## config.mk

```make
export PLATFORM = sky130hd
export DESIGN_NAME = cpu_accel_port
export DESIGN_NICKNAME = d
export VERILOG_FILES = /design/src/rtl/cpu_accel_port.sv
export SDC_FILE = /design/constraint.sdc
export NUM_CORES = 1
export LEC_CHECK = 0
export ABC_CLOCK_PERIOD_IN_PS = 8450
export BUFFER_PORTS_ARGS = -buffer_cell sky130_fd_sc_hd__buf_2
export CAP_MARGIN = 20
export CORE_ASPECT_RATIO = 1.75
export CORE_MARGIN = 8
export CORE_UTILIZATION = 55
export CTS_BUF_LIST = sky130_fd_sc_hd__clkbuf_4 sky130_fd_sc_hd__clkbuf_8
export CTS_CLUSTER_DIAMETER = 100
export DETAILED_ROUTE_END_ITERATION = 8
export PLACE_DENSITY = 0.71
export SLEW_MARGIN = 20
export SYNTH_ARGS = -nofsm -noshare
export SYNTH_HDL_FRONTEND = slang
export SYNTH_SLANG_ARGS = --single-unit
```

## constraint.sdc

```tcl
create_clock -name clk -period 8.45 [get_ports clk]
set_input_delay 1.69 -clock clk [delete_from_list [all_inputs] [get_ports clk]]
set_output_delay 1.69 -clock clk [all_outputs]
set_load 0.05 [all_outputs]
```

## src/rtl/cpu_accel_port.sv

```systemverilog
// CPU accelerator-port responder: decodes accel_id, buffers CPU writes in a TX FIFO
// toward a valid/ready consumer and upstream stream data in an RX FIFO for CPU reads.
module cpu_accel_port #(
  parameter int DATA_WIDTH = 16,
  parameter int ID_WIDTH   = 4,
  parameter int DEPTH      = 16
) (
  input  logic                  clk,
  input  logic                  rst,
  input  logic [ID_WIDTH-1:0]   accel_id,
  output logic                  accel_can_read,
  output logic                  accel_can_write,
  input  logic                  accel_read_enable,
  output logic [DATA_WIDTH-1:0] accel_read_data,
  input  logic                  accel_write_enable,
  input  logic [DATA_WIDTH-1:0] accel_write_data,
  output logic                  out_valid,
  input  logic                  out_ready,
  output logic [DATA_WIDTH-1:0] out_data,
  input  logic                  in_valid,
  output logic                  in_ready,
  input  logic [DATA_WIDTH-1:0] in_data
);

  localparam int AW = $clog2(DEPTH);
  localparam int CW = AW + 1;
  localparam logic [CW-1:0] FULL = CW'(DEPTH);

  logic [DATA_WIDTH-1:0] tx_mem [DEPTH];
  logic [DATA_WIDTH-1:0] rx_mem [DEPTH];
  logic [AW-1:0]         tx_wr, tx_rd, rx_wr, rx_rd;
  logic [CW-1:0]         tx_count, rx_count;

  logic is_data, is_ctrl;
  logic tx_empty, tx_full, rx_empty, rx_full;
  logic tx_push, tx_pop, rx_push, rx_pop;
  logic tx_flush, rx_flush;
  logic [15:0] status;

  assign is_data  = (accel_id == '0);
  assign is_ctrl  = (accel_id == ID_WIDTH'(1));

  assign tx_empty = (tx_count == '0);
  assign tx_full  = (tx_count == FULL);
  assign rx_empty = (rx_count == '0);
  assign rx_full  = (rx_count == FULL);

  // Full/empty decisions come only from registered counts, never from same-cycle traffic.
  assign tx_push  = is_data & accel_write_enable & ~tx_full;
  assign tx_pop   = ~tx_empty & out_ready;
  assign rx_push  = in_valid & ~rx_full;
  assign rx_pop   = is_data & accel_read_enable & ~rx_empty;
  assign tx_flush = is_ctrl & accel_write_enable & accel_write_data[0];
  assign rx_flush = is_ctrl & accel_write_enable & accel_write_data[1];

  assign status = {8'(rx_count), 8'(tx_count)};

  assign accel_can_read  = is_data ? ~rx_empty : 1'b1;
  assign accel_can_write = is_data ? ~tx_full  : 1'b1;
  assign out_valid       = ~tx_empty;
  assign out_data        = tx_empty ? '0 : tx_mem[tx_rd];
  assign in_ready        = ~rx_full;

  always_comb begin
    accel_read_data = '0;
    if (is_data && !rx_empty)
      accel_read_data = rx_mem[rx_rd];
    else if (is_ctrl)
      accel_read_data = DATA_WIDTH'(status);
  end

  always_ff @(posedge clk) begin
    if (tx_push) tx_mem[tx_wr] <= accel_write_data;
    if (rx_push) rx_mem[rx_wr] <= in_data;
  end

  always_ff @(posedge clk or posedge rst) begin
    if (rst) begin
      tx_count <= '0;
      tx_wr    <= '0;
      tx_rd    <= '0;
    end else if (tx_flush) begin
      tx_count <= '0;
      tx_wr    <= '0;
      tx_rd    <= '0;
    end else begin
      if (tx_push) tx_wr <= tx_wr + AW'(1);
      if (tx_pop)  tx_rd <= tx_rd + AW'(1);
      tx_count <= tx_count + CW'(tx_push) - CW'(tx_pop);
    end
  end

  always_ff @(posedge clk or posedge rst) begin
    if (rst) begin
      rx_count <= '0;
      rx_wr    <= '0;
      rx_rd    <= '0;
    end else if (rx_flush) begin
      rx_count <= '0;
      rx_wr    <= '0;
      rx_rd    <= '0;
    end else begin
      if (rx_push) rx_wr <= rx_wr + AW'(1);
      if (rx_pop)  rx_rd <= rx_rd + AW'(1);
      rx_count <= rx_count + CW'(rx_push) - CW'(rx_pop);
    end
  end

endmodule
```

==> flow_summary.ini <==
[outcome]
status = finished clean

[drt]
routed_wirelength_mm = 45.1
routed_via_density = 6.13
wl_per_cell_um = 26.8
drtAntennaViolNets = 0
drt_pre_antenna_iters = 5
dr_total_vias = 10300
drcViolationCount = 0
drtIter0Drc = 745

[layout]
drive_gt1_share_pct = 31.1
final_util_pct = 61.9
nets = 1206
fillCellCount = 2640
areaGrowthSynthToFinish_pct = 11.3
fin_area_mm2 = 0.0238
final_common_cell = edfxtp_1
layout_common_cells = 512 x edfxtp_1, 128 x mux4_2, 77 x buf_2

[critical_path]
max_stage_delay_ps = 890
worstSetupPathType = reg -> out
required_ps = 6760
rrSetupSlack_ps = 5060
path_cells = buf_4 > mux4_2 > mux2i_1 > o22ai_1 > buf_2
path_max_fanout = 36
endpoint_kind = output port
crit_start = tx_rd[0]
start_kind = register
ff2ff_path_depth = 14
cpMaxStageDelayCell = dfrtp_4
critical_path_arrival_ps = 3510
r2r_start = tx_count[2]
r2r_end = tx_count[4]

[timing]
setup_violations = 0
fin_crit_sh_pct = 61.5
slew_headroom_pct = 23.2
maxSlewViolCount = 0
whs_ps = 600
post-route-min-period_ps = 5200
tightest_slew_ps = 1150
grt_setup_unrepaired = false
skew_ps = 21.2
max_freq_mhz = 192
final-hold-violation-count = 0
tns_ps = 0

[pwr]
p_leak_nw = 7.80
peakVddDrop_mv = 0.201
powerDensity_mw_per_mm2 = 306

[hold_path]
hold_end = tx_rd[1]
min_path_cells = 2
worstHoldStart = tx_rd[1]
timing.hold.worst.class = reg -> reg

[floorplan]
die_h_um = 277
dieWidth_um = 165
dieArea_mm2 = 0.0457
initial_core_util_pct = 55.7
io_pins = 78
coreArea_mm2 = 0.0384
rows = 95

[placed_design]
portBuffers = 77
hpwlAfterDp_mm = 27.6
gp_congestion = 0.807
place_area_mm2 = 0.0224

[clock_network]
clock_latency_ps = 600
cts_hold_buf = 0
htree_num_levels = 3
postCtsSetupBuffers = 0
clock_sinks = 538
cts_tree = built
cts_root_buffer = clkbuf_8
clk_pin_slew_ps = 60
cts_buffer_depth = 3
cts_resized = 0
cts_buffers = 73

[yosys]
avgSynthCellArea_um2 = 21.2
synth-seq-cells = 538
syn_nets = 1076
synthDistinctLibCells = 43
seq_area_frac_synth_pct = 75.0
synth_ff_type = edfxtp_1
synthCells = 1010
yosys_warnings = 0
synthesis.area_mm2 = 0.0214
synth_edf_count = 512
async_flop_share_pct = 4.83

[global_routing]
grt_overflow_total = 0
antenna_found_initial = 4
grt_usage_pct = 20.1
grt_pass1_wl_mm = 66.9
first_global_vias = 11000
grt_max_degree = 64

[job]
cap_viol_max_count = 0
==> worst max path at each step <==
stage               cells past startpoint  slack, ps             endpoint
floorplan                               6       3360  accel_read_data[12]
global placement                        6       3450   accel_read_data[4]
detailed placement                      6       3420   accel_read_data[4]
CTS                                     5       3080          out_data[9]
global route                            5       2980          out_data[9]
finish                                  5       3250          out_data[9]
==> final cells by class <==
cell class / count / area [um2] / share of cell area, %
sequential: 538 / 16000 / 67.5
multi-input combinational: 392 / 5000 / 21.0
clock buffer: 96 / 1200 / 5.03
timing repair buffer: 106 / 607 / 2.55
tap: 485 / 607 / 2.55
clock inverter: 35 / 210 / 0.884
inverter: 29 / 109 / 0.458
antenna: 2 / 5.00 / 0.0210
==> state kept, by name, summed over array words and instances (netlist names) <==
| name | count |
|---|---|
| tx_wr | 4 |
| rx_rd | 4 |
| tx_count | 5 |
| tx_rd | 4 |
| rx_count | 5 |
| tx_mem | 256 |
| rx_mem | 256 |
| rx_wr | 4 |
==> where the power goes <==
group / internal, mW / switching (mW)
registers: 3.10 / 0.234
logic: 0.878 / 1.16
clock network: 0.987 / 0.907
total: 4.97 / 2.30
==> critical path: cells and delay by family, from the launching register on <==
kind / cells / cell delay (ps)
AOI/OAI and AO/OA: 1 / 200
DFF: 1 / 890
muxes: 2 / 800
buffers and inverters: 2 / 960
==> metrics by stage <==
step	instances	power [mW]	setup slack [ps]
6_report	1683	7.27	3250
4_1_cts	1680	7.35	3080
2_1_floorplan	1010	4.91	3360
5_1_grt	1683	7.59	2980
3_5_place_dp	1549	5.47	3420
3_3_place_gp	1549	5.43	3450
==> kinds of logic after synthesis <==
group           count (synthesis)  synth area share, %
compound gates                 51                 1.57
xor+xnor                       12                0.492
fa+ha+maj                      24                 1.48
buf+inv                        80                 1.91
flops                         538                 75.0
mux                           193                 16.5
simple gates                  112                 3.03
==> routing by layer <==
layer | share of wire (%) | track usage [%] | wire [um]
met1 | 37 | 23.7 | 16600
met2 | 55 | 35.9 | 24800
met3 | 5.5 | 3.71 | 2480
met4 | 2.7 | 7.03 | 1200
met5 | 0.031 | 0 | 14
==> cells in the mapped netlist, drive strengths merged, types with 4 or more instances <==
library cell  number  area share, %
xor2               8           0.33
buf               42            1.2
nor2              18           0.32
inv               29           0.51
mux2i             65            3.0
edfxtp           512             72
dfrtp             26            3.0
o22ai             22           0.64
nor4               9           0.33
clkbuf             9           0.16
nor3               6           0.14
mux4             128             13
nand2             18           0.35
ha                22            1.3
o221ai            10           0.41
nor2b              5           0.15
xnor2              4           0.16
nand3             14           0.33
and2              22           0.66
nor3b              4           0.14
a21oi             10           0.23
Note: power is estimated with default switching activity, not from simulation.
